$ cat src/rtl/key_pkg.sv
// =====================================================================
// key_pkg : shared key-handling state encodings and counter width
// Rev 1.0
// =====================================================================
`default_nettype none

package key_pkg;

   localparam int c_CNT_W = 24;

   typedef logic [c_CNT_W-1:0] cnt_t;

   localparam logic [2:0] c_ST_IDLE   = 3'd0;
   localparam logic [2:0] c_ST_PRESS1 = 3'd1;
   localparam logic [2:0] c_ST_WAIT2  = 3'd2;
   localparam logic [2:0] c_ST_PRESS2 = 3'd3;
   localparam logic [2:0] c_ST_HOLD   = 3'd4;

   // A duration of N cycles completes when the free-running count reads N-1.
   function automatic cnt_t term_of(input cnt_t cyc);
      return cyc - cnt_t'(1);
   endfunction

endpackage

`default_nettype wire

$ cat src/rtl/key_timer.sv
// =====================================================================
// key_timer : 24-bit up-counter with synchronous clear and terminal hit
// Rev 1.0
// =====================================================================
`default_nettype none

module key_timer
   import key_pkg::*;
(
   input  logic             clk,
   input  logic             rst_n,
   input  logic             clr,
   input  logic [c_CNT_W-1:0] term,
   output logic             hit
);

   logic [c_CNT_W-1:0] r_cnt;

   always_ff @(posedge clk or negedge rst_n) begin
      if (!rst_n)
         r_cnt <= '0;
      else if (clr)
         r_cnt <= '0;
      else
         r_cnt <= r_cnt + cnt_t'(1);
   end

   assign hit = (r_cnt == term);

endmodule

`default_nettype wire

$ cat src/rtl/key_event_classifier.sv
// =====================================================================
// key_event_classifier : single / double / long-press / auto-repeat decoder
// Rev 1.0
// =====================================================================
`default_nettype none

module key_event_classifier
   import key_pkg::*;
#(
   parameter logic [c_CNT_W-1:0] LONG_CYC    = 24'd1_000_000,
   parameter logic [c_CNT_W-1:0] DBL_GAP_CYC = 24'd250_000,
   parameter logic [c_CNT_W-1:0] REPEAT_CYC  = 24'd200_000
)
(
   input  logic       clk,
   input  logic       rst_n,
   input  logic       key_level,
   output logic       single_click,
   output logic       double_click,
   output logic       long_press,
   output logic       repeat_pulse,
   output logic [3:0] led
);

   logic               r_key_d;
   logic [2:0]         r_state;
   logic [2:0]         w_state_nxt;
   logic               w_press;
   logic               w_release;
   logic               w_hit;
   logic               w_clr;
   logic [c_CNT_W-1:0] w_term;
   logic               w_single;
   logic               w_double;
   logic               w_long;
   logic               w_repeat;

   assign w_press   =  r_key_d & ~key_level;
   assign w_release = ~r_key_d &  key_level;

   always_comb begin
      case (r_state)
         c_ST_WAIT2: w_term = term_of(DBL_GAP_CYC);
         c_ST_HOLD:  w_term = term_of(REPEAT_CYC);
         default:    w_term = term_of(LONG_CYC);
      endcase
   end

   always_comb begin
      w_state_nxt = r_state;
      w_single    = 1'b0;
      w_double    = 1'b0;
      w_long      = 1'b0;
      w_repeat    = 1'b0;
      case (r_state)
         c_ST_IDLE: begin
            if (w_press)
               w_state_nxt = c_ST_PRESS1;
         end
         c_ST_PRESS1: begin
            // Reaching the long-press threshold wins over a coincident release.
            if (w_hit) begin
               w_long      = 1'b1;
               w_state_nxt = w_release ? c_ST_IDLE : c_ST_HOLD;
            end else if (w_release) begin
               w_state_nxt = c_ST_WAIT2;
            end
         end
         c_ST_WAIT2: begin
            if (w_press) begin
               w_state_nxt = c_ST_PRESS2;
            end else if (w_hit) begin
               w_single    = 1'b1;
               w_state_nxt = c_ST_IDLE;
            end
         end
         c_ST_PRESS2: begin
            if (w_release) begin
               w_double    = 1'b1;
               w_state_nxt = c_ST_IDLE;
            end
         end
         c_ST_HOLD: begin
            if (w_release)
               w_state_nxt = c_ST_IDLE;
            else if (w_hit)
               w_repeat = 1'b1;
         end
         default: w_state_nxt = c_ST_IDLE;
      endcase
   end

   // The repeat period restarts on each pulse while HOLD is retained.
   assign w_clr = (w_state_nxt != r_state) | w_repeat;

   key_timer u_timer (
      .clk   (clk),
      .rst_n (rst_n),
      .clr   (w_clr),
      .term  (w_term),
      .hit   (w_hit)
   );

   always_ff @(posedge clk or negedge rst_n) begin
      if (!rst_n) begin
         r_key_d      <= 1'b0;
         r_state      <= c_ST_IDLE;
         single_click <= 1'b0;
         double_click <= 1'b0;
         long_press   <= 1'b0;
         repeat_pulse <= 1'b0;
         led          <= 4'b0000;
      end else begin
         r_key_d      <= key_level;
         r_state      <= w_state_nxt;
         single_click <= w_single;
         double_click <= w_double;
         long_press   <= w_long;
         repeat_pulse <= w_repeat;
         if (w_single | w_repeat)
            led <= led + 4'd1;
         else if (w_double)
            led <= led - 4'd1;
         else if (w_long)
            led <= 4'b0000;
      end
   end

endmodule

`default_nettype wire
$ cat config.mk
export PLATFORM = sky130hd
export DESIGN_NAME = key_event_classifier
export DESIGN_NICKNAME = d
export VERILOG_FILES = /design/src/rtl/key_pkg.sv /design/src/rtl/key_timer.sv /design/src/rtl/key_event_classifier.sv
export SDC_FILE = /design/constraint.sdc
export NUM_CORES = 1
export LEC_CHECK = 0
export CAP_MARGIN = 20
export CORE_MARGIN = 5
export CORE_UTILIZATION = 62
export CTS_CLUSTER_DIAMETER = 50
export DETAILED_ROUTE_END_ITERATION = 7
export HOLD_SLACK_MARGIN = 0.12
export PLACE_DENSITY = 0.82
export SYNTH_ARGS = -nofsm -noshare
export SYNTH_HDL_FRONTEND = slang
export SYNTH_HIERARCHICAL = 1
export SYNTH_SLANG_ARGS = --single-unit
export TNS_END_PERCENT = 100
$ cat constraint.sdc
create_clock -name clk -period 9.35 [get_ports clk]
set_input_delay 1.87 -clock clk [delete_from_list [all_inputs] [get_ports clk]]
set_output_delay 1.87 -clock clk [all_outputs]
set_load 0.005 [all_outputs]
==> reports/qor.yml <==
status:
  status: "finished clean"
place:
  gp_congestion: 0.850
  placed_area_mm2: 0.00234
  dp_cells: 296
  io_buffers: 10
  pre_cts_ws_ns: 5.10
  dp_hpwl_um: 3110
synthesis:
  netlist_area_mm2: 0.00221
  synth_common_cells: "dfrtp_1 (36), nor2_1 (24), xor2_1 (19), xnor2_1 (18), a21oi_1 (13)"
  async_reset_ff_share_pct: 100
  yosys.area.top_type: "dfrtp_1"
  ys_top_cells_by_area: "dfrtp_1 (41%), xor2_1 (7.5%), xnor2_1 (7.1%)"
  yosys.cell_count.top_type: "dfrtp_1"
  synth-seq-cells: 36
  synth_top_area_share_pct: 40.8
  ys.flop_type: "dfrtp_1"
  synth_edf_count: 0
  netlist_instances: 243
  synth.lib_cells_used.distinct: 42
  yosysSeqAreaShare_pct: 40.8
  ys_warn_count: 6
  synth_area_per_cell_um2: 9.08
route:
  drt_iter0_drc: 192
  via_per_inst: 5.76
  antenna_left: 0
  wirelength_um: 4360
  detail_route.wl_per_cell_um: 14.4
  drc: 0
  vias: 1750
  detail_route.first_pass.iterations: 4
timing:
  clock_skew_ns: 0.0130
  slew_viol_final: 0
  rsz0062_at_grt: "no"
  setup_viol: 0
  hold_violations: 0
  min_period_ns: 4.33
  relSlewSlack_pct: 41.6
  tightest_slew_ns: 0.875
  layout_setup_ws_ns: 5.02
  fin_setup_tns_ns: 0
  post-route-period-util_pct: 46.3
  fmax_mhz: 231
critical_path:
  critPathRequiredTime_ns: 9.59
  cp_slowest_cell: "nor3_1"
  cp_max_fo: 25
  startpoint_type: "register"
  cp_num_buf_inv: 0
  path_cells: "nand2b_1, nor2_1, nor2_1, xor2_1, nor4_1, nand4_1, nor3_1, nor2b_1, o21ai_0, nand2_1, nand2b_1, a21oi_1, a31o_2"
  max_stage_delay_ns: 0.66
  critPathTopFamily: "simple AND/OR/NAND/NOR gates"
  crit_type: "reg2reg"
  cp.arrival_ns: 4.56
  cp-end-kind: "register"
  rrSetupSlack_ns: 5.02
floorplan:
  row_count: 21
  io_pins: 11
  die_h_um: 69.6
  die_w_um: 69.6
  dieArea_mm2: 0.00485
  core_mm2: 0.00339
  initial_core_util_pct: 65.1
cts:
  numCtsBuffers: 5
  clock_latency_ns: 0.34
  clock_path_buffers: 2
  cts_max_level: 2
  cts_hold_buf: 0
  cts_setup_buffers: 0
  cts.clk_slew.worst_paths_ns: 0.12
  cts_root_buffer: "clkbuf_4"
  cts_tree: "yes"
  cts.repair.resized: 0
  numClockSinks: 36
final_layout:
  final_area_mm2: 0.00240
  diodes: 0
  syn_to_final_growth_pct: 8.74
  nets: 263
  finish.cell_count_without_fillers: 304
  fillers: 274
  final_util_pct: 70.8
  drive_gt1_share_pct: 7.36
grt:
  grt_usage_pct: 19.1
  grt_pass1_vias: 1566
  grt_overflow_total: 0
  grt_pass1_wl_um: 7520
  antenna_found_initial: 0
  grt_max_degree: 37
pwr:
  p_per_area_mw_per_mm2: 177
  leakage_nw: 1.01
  ir_worst_vdd_v: 0.000127
run:
  drv_cap: 0
worst_hold_path:
  hold_path_class: "reg2reg"
final timing paths:
path / from / endpoint / cells after the start
max in group asynchronous: rst_n / u_timer/r_cnt[5] / 1
min in group asynchronous: rst_n / long_press / 1
min: led[3] / led[3] / 1
max: r_state[2] / u_timer/r_cnt[23] / 13
max reg2reg: r_state[2] / u_timer/r_cnt[23] / 13
min reg2reg: led[3] / led[3] / 1
registers in the layout, summed over array words and instances (netlist names):
name	flops
double_click	1
u_timer/r_cnt	24
led	4
repeat_pulse	1
single_click	1
long_press	1
r_key_d	1
r_state	3
placed cells by master (no fill, tap or decap), drive strengths merged, types with 8 or more instances in the layout:
cell and instances:
nand2b 8, nand4 12, dfrtp 36, xor2 19, nor2 24, inv 11
xnor2 18, a21oi 13, nand2 9, clkdlybuf4s50 9, conb 12, nor4 10
nand3 9, o21ai 8, nor3 8
final cells by class:
type	count	area (µm²)	share of cell area, %
inverter	11	41.3	1.72
timing repair buffer	10	95.1	3.96
clock inverter	2	10.0	0.417
sequential	36	901	37.6
tap	46	57.6	2.40
clock buffer	6	51.3	2.14
multi-input combinational	193	1240	51.8
routing by layer:
metal / vias up / part of all wire (%) / GRT usage (%)
met3: 5 / 5.5 / 4.78
met1: 829 / 48 / 27.5
li1: 871 / - / -
met5: - / 0 / 0
met4: 0 / 1.3 / 6.17
met2: 45 / 45 / 28.1
cells by family after synthesis:
family | share of synthesized area (%)
multiplexers | 1.42
flip-flops | 40.8
other | 0.340
adder cells (fa/ha/maj) | 1.70
XOR/XNOR | 14.7
AO/OA/AOI/OAI | 10.5
buffers and inverters | 4.54
AND/OR/NAND/NOR | 26.0
stage by stage:
stage	power, mW	hold slack (ns)
floorplan	0.298	0.489
detailed placement	0.339	0.503
CTS	0.428	0.523
finish	0.425	0.519
global placement	0.334	0.500
global route	0.454	0.546
power by group:
group          internal (mW)  total (mW)  switching (mW)
Clock                 0.0358      0.0881          0.0523
Combinational         0.0602       0.124          0.0637
Sequential             0.175       0.213          0.0376
Power figures use the tool's default switching activity.
